$ cat src/rtl/ls_mem_arbiter_pkg.sv
// rtl/ls_mem_arbiter_pkg.sv - shared types for the load/store memory-bus arbiter
package ls_mem_arbiter_pkg;

  localparam int XLEN        = 32;
  localparam int LSQ_IDX_LEN = 3;
  localparam int MEM_TAG_W   = 4;

  typedef enum logic [1:0] {
    BUS_NONE  = 2'd0,
    BUS_LOAD  = 2'd1,
    BUS_STORE = 2'd2
  } bus_command_e;

  typedef enum logic [1:0] {
    MEM_BYTE = 2'd0,
    MEM_HALF = 2'd1,
    MEM_WORD = 2'd2
  } mem_size_e;

  typedef enum logic [1:0] {
    IDLE     = 2'd0,
    ISSUE_LD = 2'd1,
    ISSUE_ST = 2'd2,
    WAIT_LD  = 2'd3
  } ls_arb_state_e;

  typedef enum logic {
    GRANT_LOAD  = 1'b0,
    GRANT_STORE = 1'b1
  } grant_e;

  typedef struct packed {
    logic [XLEN-1:0]        addr;
    mem_size_e              size;
    logic                   is_unsigned;
    logic [LSQ_IDX_LEN-1:0] lq_pos;
  } ld_req_t;

  typedef struct packed {
    logic [XLEN-1:0] addr;
    logic [XLEN-1:0] data;
    mem_size_e       size;
  } st_req_t;

  typedef struct packed {
    logic [XLEN-1:0]        value;
    logic [LSQ_IDX_LEN-1:0] lq_pos;
  } ld_resp_t;

endpackage

$ cat src/rtl/ls_mem_arbiter_ld_data_extract.sv
// rtl/ls_mem_arbiter_ld_data_extract.sv - byte/half/word select and extend from a doubleword
module ld_data_extract #(
  parameter int XLEN = 32
) (
  input  logic [63:0]     data,
  input  logic [2:0]      offset,
  input  logic [1:0]      size,
  input  logic            is_unsigned,
  output logic [XLEN-1:0] value
);
  import ls_mem_arbiter_pkg::*;

  logic [31:0] shifted;

  always_comb begin
    shifted = 32'(data >> {offset, 3'b000});
    case (size)
      MEM_BYTE: value = is_unsigned ? XLEN'(shifted[7:0])  : XLEN'($signed(shifted[7:0]));
      MEM_HALF: value = is_unsigned ? XLEN'(shifted[15:0]) : XLEN'($signed(shifted[15:0]));
      default:  value = is_unsigned ? XLEN'(shifted)       : XLEN'($signed(shifted));
    endcase
  end

endmodule

$ cat src/rtl/ls_mem_arbiter.sv
// rtl/ls_mem_arbiter.sv - arbitrates loads and committed stores onto the single data-memory bus
module ls_mem_arbiter #(
  parameter int XLEN        = ls_mem_arbiter_pkg::XLEN,
  parameter int LSQ_IDX_LEN = ls_mem_arbiter_pkg::LSQ_IDX_LEN,
  parameter int MEM_TAG_W   = ls_mem_arbiter_pkg::MEM_TAG_W
) (
  input  logic                   clock,
  input  logic                   reset,
  input  logic                   squash,
  input  logic                   ld_req_valid,
  input  logic [XLEN-1:0]        ld_req_addr,
  input  logic [1:0]             ld_req_size,
  input  logic                   ld_req_unsigned,
  input  logic [LSQ_IDX_LEN-1:0] ld_req_lq_pos,
  output logic                   ld_req_ready,
  input  logic                   st_req_valid,
  input  logic [XLEN-1:0]        st_req_addr,
  input  logic [XLEN-1:0]        st_req_data,
  input  logic [1:0]             st_req_size,
  input  logic                   st_req_urgent,
  output logic                   st_req_ready,
  output logic [1:0]             proc2mem_command,
  output logic [XLEN-1:0]        proc2mem_addr,
  output logic [63:0]            proc2mem_data,
  output logic [1:0]             proc2mem_size,
  input  logic [MEM_TAG_W-1:0]   mem2proc_response,
  input  logic [63:0]            mem2proc_data,
  input  logic [MEM_TAG_W-1:0]   mem2proc_tag,
  output logic                   ld_resp_valid,
  output logic [XLEN-1:0]        ld_resp_value,
  output logic [LSQ_IDX_LEN-1:0] ld_resp_lq_pos
);
  import ls_mem_arbiter_pkg::*;

  ls_arb_state_e          state_q, state_d;
  grant_e                 last_grant_q, last_grant_d;
  logic [XLEN-1:0]        addr_q, addr_d, data_q, data_d;
  logic [1:0]             size_q, size_d;
  logic                   unsigned_q, unsigned_d;
  logic [LSQ_IDX_LEN-1:0] lq_pos_q, lq_pos_d;
  logic [MEM_TAG_W-1:0]   saved_tag_q, saved_tag_d;
  logic                   drop_q, drop_d;
  logic                   resp_valid_q, resp_valid_d;
  logic [XLEN-1:0]        resp_value_q, resp_value_d;
  logic [LSQ_IDX_LEN-1:0] resp_lq_pos_q, resp_lq_pos_d;

  logic            idle, ld_ok, grant_ld, grant_st, tag_hit;
  logic [XLEN-1:0] extracted;

  ld_data_extract #(.XLEN(XLEN)) u_extract (
    .data        (mem2proc_data),
    .offset      (addr_q[2:0]),
    .size        (size_q),
    .is_unsigned (unsigned_q),
    .value       (extracted)
  );

  // A squashed load is never accepted, so a waiting store wins the cycle instead.
  assign idle     = (state_q == IDLE);
  assign ld_ok    = ld_req_valid && !squash;
  assign grant_st = idle && st_req_valid && (!ld_ok || st_req_urgent || last_grant_q == GRANT_LOAD);
  assign grant_ld = idle && ld_ok && !grant_st;
  assign tag_hit  = (state_q == WAIT_LD) && (saved_tag_q != '0) && (mem2proc_tag == saved_tag_q);

  assign ld_req_ready   = grant_ld;
  assign st_req_ready   = grant_st;
  assign ld_resp_valid  = resp_valid_q;
  assign ld_resp_value  = resp_value_q;
  assign ld_resp_lq_pos = resp_lq_pos_q;

  always_comb begin
    proc2mem_command = BUS_NONE;
    proc2mem_addr    = '0;
    proc2mem_data    = '0;
    proc2mem_size    = '0;
    if (state_q == ISSUE_LD) begin
      proc2mem_command = BUS_LOAD;
      proc2mem_addr    = addr_q;
      proc2mem_size    = size_q;
    end else if (state_q == ISSUE_ST) begin
      proc2mem_command = BUS_STORE;
      proc2mem_addr    = addr_q;
      proc2mem_data    = {{(64-XLEN){1'b0}}, data_q};
      proc2mem_size    = size_q;
    end
  end

  always_comb begin
    state_d       = state_q;
    last_grant_d  = last_grant_q;
    addr_d        = addr_q;
    data_d        = data_q;
    size_d        = size_q;
    unsigned_d    = unsigned_q;
    lq_pos_d      = lq_pos_q;
    saved_tag_d   = saved_tag_q;
    drop_d        = drop_q;
    resp_valid_d  = 1'b0;
    resp_value_d  = resp_value_q;
    resp_lq_pos_d = resp_lq_pos_q;
    case (state_q)
      IDLE: begin
        if (grant_ld) begin
          state_d      = ISSUE_LD;
          last_grant_d = GRANT_LOAD;
          addr_d       = ld_req_addr;
          data_d       = '0;
          size_d       = ld_req_size;
          unsigned_d   = ld_req_unsigned;
          lq_pos_d     = ld_req_lq_pos;
        end else if (grant_st) begin
          state_d      = ISSUE_ST;
          last_grant_d = GRANT_STORE;
          addr_d       = st_req_addr;
          data_d       = st_req_data;
          size_d       = st_req_size;
        end
      end
      // An accepted load must still be tracked to completion even if squashed now.
      ISSUE_LD: begin
        if (mem2proc_response != '0) begin
          saved_tag_d = mem2proc_response;
          drop_d      = squash;
          state_d     = WAIT_LD;
        end else if (squash) begin
          state_d = IDLE;
        end
      end
      ISSUE_ST: begin
        if (mem2proc_response != '0) state_d = IDLE;
      end
      WAIT_LD: begin
        if (squash) drop_d = 1'b1;
        if (tag_hit) begin
          if (!(drop_q || squash)) begin
            resp_valid_d  = 1'b1;
            resp_value_d  = extracted;
            resp_lq_pos_d = lq_pos_q;
          end
          saved_tag_d = '0;
          drop_d      = 1'b0;
          state_d     = IDLE;
        end
      end
      default: state_d = IDLE;
    endcase
  end

  always_ff @(posedge clock) begin
    if (reset) begin
      state_q       <= IDLE;
      last_grant_q  <= GRANT_STORE;
      addr_q        <= '0;
      data_q        <= '0;
      size_q        <= '0;
      unsigned_q    <= 1'b0;
      lq_pos_q      <= '0;
      saved_tag_q   <= '0;
      drop_q        <= 1'b0;
      resp_valid_q  <= 1'b0;
      resp_value_q  <= '0;
      resp_lq_pos_q <= '0;
    end else begin
      state_q       <= state_d;
      last_grant_q  <= last_grant_d;
      addr_q        <= addr_d;
      data_q        <= data_d;
      size_q        <= size_d;
      unsigned_q    <= unsigned_d;
      lq_pos_q      <= lq_pos_d;
      saved_tag_q   <= saved_tag_d;
      drop_q        <= drop_d;
      resp_valid_q  <= resp_valid_d;
      resp_value_q  <= resp_value_d;
      resp_lq_pos_q <= resp_lq_pos_d;
    end
  end

endmodule

$ cat config.mk
export PLATFORM = sky130hd
export DESIGN_NAME = ls_mem_arbiter
export DESIGN_NICKNAME = d
export VERILOG_FILES = /design/src/rtl/ls_mem_arbiter_pkg.sv /design/src/rtl/ls_mem_arbiter_ld_data_extract.sv /design/src/rtl/ls_mem_arbiter.sv
export SDC_FILE = /design/constraint.sdc
export NUM_CORES = 1
export LEC_CHECK = 0
export ABC_AREA = 1
export CAP_MARGIN = 20
export CORE_MARGIN = 2
export CORE_UTILIZATION = 40
export DETAILED_ROUTE_END_ITERATION = 8
export GPL_TIMING_DRIVEN = 1
export PLACE_DENSITY = 0.77
export SLEW_MARGIN = 20
export SYNTH_ARGS = -nofsm -noshare
export SYNTH_HDL_FRONTEND = slang
export SYNTH_SLANG_ARGS = --single-unit
$ cat constraint.sdc
create_clock -name clock -period 2 [get_ports clock]
set_clock_uncertainty 0.05 [all_clocks]
set_input_delay 0.6 -clock clock [delete_from_list [all_inputs] [get_ports clock]]
set_output_delay 0.6 -clock clock [all_outputs]
set_load 0.02 [all_outputs]
==> run metrics, run 1 <==
Hold WC Path Type reg2reg; leakage power 0.00535 uW; fin crit share 1.12; crit path to proc2mem_addr[20]; DIE HEIGHT 138 um; Critical Path Start state_q[1]; Clk pin slew, worst setup/hold paths 0.06 ns; Startpoint Class flip-flop; GRT Total Usage 0.249; Cell Area, Synth 7210 um^2; first-pass GRT wire length 39200 um; Setup violations, final 67; Post-Route WL 23900 um; top-level I/O count 320; commonest cells after routing, fill and taps aside nand2_1, clkdlybuf4s50_1, nand3_1; num rows 49; Power Density 762 nW/um^2; Synth Instances 1261; Synth warnings 0; CP Data Arrival Time 1.59 ns; status finished, violations left; DR pass1 iterations 6; mean number of vias per cell 4.82; TritonCTS buffer count 17; CTS max path bufs 2; Core Box Area 17800 um^2; WL per Instance 13.4 um; met1 Use GR 0.291; CP Capture Type primary output; WP data required 1.35 ns; number of flops mapped to enable cells by yosys 0; H-tree depth 4; HPWL Detailed 17500 um; Placed Cells 1749; initial antenna violation count 1; die width 138 um; RSZ-0062 raised after global routing true; DRT iter0 DRCs 485; Power, Total 8360 uW; Initial Util 0.404; largest net degree at the start of global routing 67; routability cong. 0.876; Tmin final 2.24 ns; gr ovfl total 0; vias in the first global route 8228; final hold vios 0; CTS tree yes; Layout Cells excl Fill 1791; R2R Path Start state_q[0]; RR Endpoint addr_q[18]; Sinks on Clock Net 114; met2 Use GR 0.431; Post-synth top flop dfxtp_1; CP max FO 5; Skew-Pair Late Insertion Delay 0.41 ns; residual DRC count 0; failing checks setup timing; r2r setup slk 0.17 ns; Peak supply drop 0.670 mV; asr flop ratio synth 0; Slew Viols, Final 0; die area 19100 um^2; max-cap viol count 0; synthesized area per cell 5.72 um^2; register area share after synthesis 0.317; post-synth cell types 25; IO Port Bufs 287; antenna-violating nets left 0; setup ws final -0.238 ns; Hold Buf Count CTS 0; flops & latches, synth 114; via total after detailed routing 8639; Max Fclk 0.447 GHz; area delta synth->final 52.4%; most common cell after layout, fill and taps aside nand2_1; R2R cell count 13; final net count 1730; GR Layer Usage met3 0.0623; grt peak-use layer met2; fraction of layout cells with a size suffix above 1 0.146; Root Buffer clkbuf_16; WS Path Type reg2out
## registers in the layout, summed over array words and instances, names as in the netlist
register        cells
data_q             32
ld_resp_value      32
addr_q             32
unsigned_q          1
state_q             2
saved_tag_q         4
ld_resp_lq_pos      3
ld_resp_valid       1
drop_q              1
lq_pos_q            3
last_grant_q        1
size_q              2
## layout make-up
class	instances	area [um^2]
Tap cell	229	287
Clock buffer	17	425
Multi-Input combinational cell	935	4080
Fill cell	1698	6860
Timing Repair Buffer	344	3260
Sequential cell	114	2290
Clock inverter	15	128
Inverter	136	515
Antenna cell	1	2.50
## Yosys cell counts, types with 2 or more instances
cell	count	area (um^2)
clkbuf_1	26	97.6
o21ai_1	2	10.0
a21oi_2	4	35.0
inv_1	129	484
buf_2	33	165
buf_6	3	33.8
buf_4	38	285
buf_1	5	18.8
o211ai_1	2	15.0
inv_2	6	22.5
o21ai_0	48	240
nand2_2	9	56.3
nand2_1	448	1680
dfxtp_1	114	2280
nor2_1	177	664
nand4_1	2	12.5
nand3_1	146	731
a21oi_1	62	310
## kinds of logic after synthesis
logic type      share of synthesized area
simple gates                        0.441
buf+inv                             0.157
other cells                      0.000520
flops                               0.317
compound gates                     0.0847
## through the flow
step / hold slack, ns / setup TNS (ns) / instance area (um^2) / setup WS, ns / util
2_1_floorplan: 0.390 / -3.56 / 7360 / -0.0743 / -
3_3_place_gp: 0.398 / -48.04 / 10400 / -0.809 / 0.581
3_5_place_dp: 0.402 / -55.62 / 10400 / -0.840 / 0.581
4_1_cts: 0.411 / -11.82 / 10800 / -0.297 / 0.607
5_1_grt: 0.429 / -17.21 / 11000 / -0.315 / 0.615
6_report: 0.406 / -11.84 / 11000 / -0.238 / 0.616
## worst max-delay path, cell delays in order, from the launching register on
cell	delay [ns]
dfxtp_4	0.38
inv_4	0.04
nor2_4	0.16
nor2_4	0.09
buf_6	0.14
buf_4	0.14
nor2_4	0.09
buf_6	0.12
## worst min-delay path by stage
stage | to | depth (start not counted) | slack, ns | start
after floorplan | data_q[0] | 2 | 0.39 | data_q[0]
after global placement | data_q[0] | 2 | 0.40 | data_q[0]
after detailed placement | data_q[15] | 2 | 0.40 | data_q[15]
after CTS | data_q[15] | 2 | 0.41 | data_q[15]
after global routing | data_q[1] | 2 | 0.43 | data_q[1]
final | data_q[27] | 2 | 0.41 | data_q[27]
## routing by layer
layer | vias up | routed length, um | part of all wire
met5 | - | 11 | 0.00046
met4 | 2 | 878 | 0.037
met3 | 63 | 1720 | 0.072
met2 | 315 | 11700 | 0.49
met1 | 3876 | 9580 | 0.40
li1 | 4383 | - | -
## power by group
group / leakage [uW] / switching (uW) / total [uW] / internal [uW]
logic: 0.00416 / 1780 / 3000 / 1230
clock network: 0.000261 / 1220 / 2830 / 1620
registers: 0.000933 / 75.5 / 2530 / 2450
total: 0.00535 / 3070 / 8360 / 5300
## repair_timing
| item | in CTS | in global routing |
|---|---|---|
| buffers inserted | 5 | 7 |
| gates resized for setup | 408 | 48 |
| pin swaps | 5 | 8 |
| hold endpoints to repair | 0 | 0 |
| endpoints found under the setup margin | 105 | 106 |
(Power assumes the default switching activity.)
==> run 2, diff against run 1 <==
--- a/config.mk
+++ b/config.mk
@@ -8,10 +8,11 @@
 export ABC_AREA = 1
 export CAP_MARGIN = 20
 export CORE_MARGIN = 2
-export CORE_UTILIZATION = 40
+export CORE_UTILIZATION = 43
 export DETAILED_ROUTE_END_ITERATION = 8
 export GPL_TIMING_DRIVEN = 1
-export PLACE_DENSITY = 0.77
+export MAX_ROUTING_LAYER = met4
+export PLACE_DENSITY = 0.82
 export SLEW_MARGIN = 20
 export SYNTH_ARGS = -nofsm -noshare
 export SYNTH_HDL_FRONTEND = slang
==> run metrics, run 2 (synthesized netlist as in run 1, its figures left out) <==
status finished, violations left; failing checks setup timing; mean number of vias per cell 5.04; most common cell after layout, fill and taps aside nand2_1; Clk pin slew, worst setup/hold paths 0.05 ns; area of the multi-input gates 4300 um^2; Slew Viols, Final 0; Max Fclk 0.440 GHz; Root Buffer clkbuf_16; DRT iter0 DRCs 741; Layout Utilization 0.703; CP max FO 33; vias in the first global route 8581; r2r setup slk 0.09 ns; Startpoint Class flip-flop; Core Box Area 16500 um^2; DIE HEIGHT 133 um; initial antenna violation count 1; Min-Delay Startpoint data_q[22]; DR pass1 iterations 8; Setup violations, final 69; die area 17800 um^2; Sinks on Clock Net 114; CTS tree yes; largest net degree at the start of global routing 67; HPWL Detailed 17900 um; GRT Total Usage 0.292; RR Endpoint addr_q[31]; CP Capture Type primary output; sequential cell area 2290 um^2; leakage power 0.00551 uW; final net count 1735; fin crit share 1.14; WS Path Type reg2out; CTS max path bufs 2; final hold vios 0; Tmin final 2.27 ns; Post-Route WL 26000 um; setup ws final -0.273 ns; R2R cell count 14; RSZ-0062 raised after global routing true; IO Port Bufs 287; Peak supply drop 0.662 mV; TritonCTS buffer count 17; residual DRC count 0; routability cong. 0.890; WHS Endpoint data_q[22]; hold path cells 2; Hold Buf Count CTS 0; die width 133 um; top-level I/O count 320; H-tree depth 4; max-cap viol count 0; Initial Util 0.438; fraction of layout cells with a size suffix above 1 0.167; area delta synth->final 60.6%; CP Data Arrival Time 1.62 ns; Skew-Pair Late Insertion Delay 0.41 ns; first-pass GRT wire length 40900 um; Hold WC Path Type reg2reg; num rows 47; gr ovfl total 0; WL per Instance 14.5 um; commonest cells after routing, fill and taps aside nand2_1, clkdlybuf4s50_1, nand3_1; R2R Path Start state_q[1]; antenna-violating nets left 0; filler instances 1379; hold slack 0.410 ns; via total after detailed routing 9005; Power Density 792 nW/um^2; WP data required 1.35 ns
[run 2: layout make-up]
type,instances,share of cell area
Antenna cell,1,0.000216
Clock buffer,21,0.0406
Clock inverter,11,0.0132
Inverter,136,0.0451
Multi-Input combinational cell,935,0.371
Sequential cell,114,0.198
Tap cell,220,0.0238
Timing Repair Buffer,349,0.308
[run 2: per-stage QoR]
| stage | power (uW) | setup TNS (ns) | worst slack [ns] | cell area (um^2) | cells |
|---|---|---|---|---|---|
| CTS | 9010 | -14.34 | -0.264 | 11400 | 1782 |
| global placement | 5440 | -52.46 | -0.792 | 10400 | 1739 |
| detailed placement | 5490 | -58.77 | -0.813 | 10400 | 1739 |
| floorplan | 4350 | -3.56 | -0.0743 | 7360 | 1292 |
| finish | 9160 | -14.90 | -0.273 | 11600 | 1787 |
| global route | 9640 | -18.20 | -0.320 | 11600 | 1787 |
[run 2: metal layers]
metal  GRT usage  share of wire  vias to the layer above
met3      0.0689          0.078                       85
met1       0.338           0.39                     4058
met5           -              0                        -
li1            -              -                     4403
met2       0.495           0.49                      459
met4       0.103          0.037                        0
[run 2: where the power goes]
| part | leakage [uW] | internal (uW) | total, uW | switching (uW) |
|---|---|---|---|---|
| logic | 0.00428 | 1440 | 3430 | 1990 |
| clock network | 0.000301 | 2070 | 3190 | 1120 |
| registers | 0.000933 | 2460 | 2540 | 87.9 |
[run 2: timing repair]
item | CTS | global route
gates cloned | 2 | 2
buffers inserted | 10 | 4
pin swaps | 7 | 6
gates resized for setup | 511 | 46
endpoints found under the setup margin | 108 | 91
[run 2: worst max path at each step]
stage                                    to  slack [ns]  cells past startpoint  startpoint
after floorplan           proc2mem_addr[10]       -0.07                      5  state_q[0]
after global placement         ld_req_ready       -0.79                      7      squash
after detailed placement       ld_req_ready       -0.81                      7      squash
after CTS                 proc2mem_data[17]       -0.26                      7  state_q[1]
after global routing       proc2mem_data[7]       -0.32                      7  state_q[1]
final                      proc2mem_data[7]       -0.27                      7  state_q[1]
[run 2: worst max-delay path: stages (launching register included)]
cell     delay (ns)
dfxtp_4        0.39
inv_4          0.05
nor2_4         0.14
buf_6          0.13
inv_4          0.03
buf_12         0.17
nor2_1         0.13
buf_4          0.16
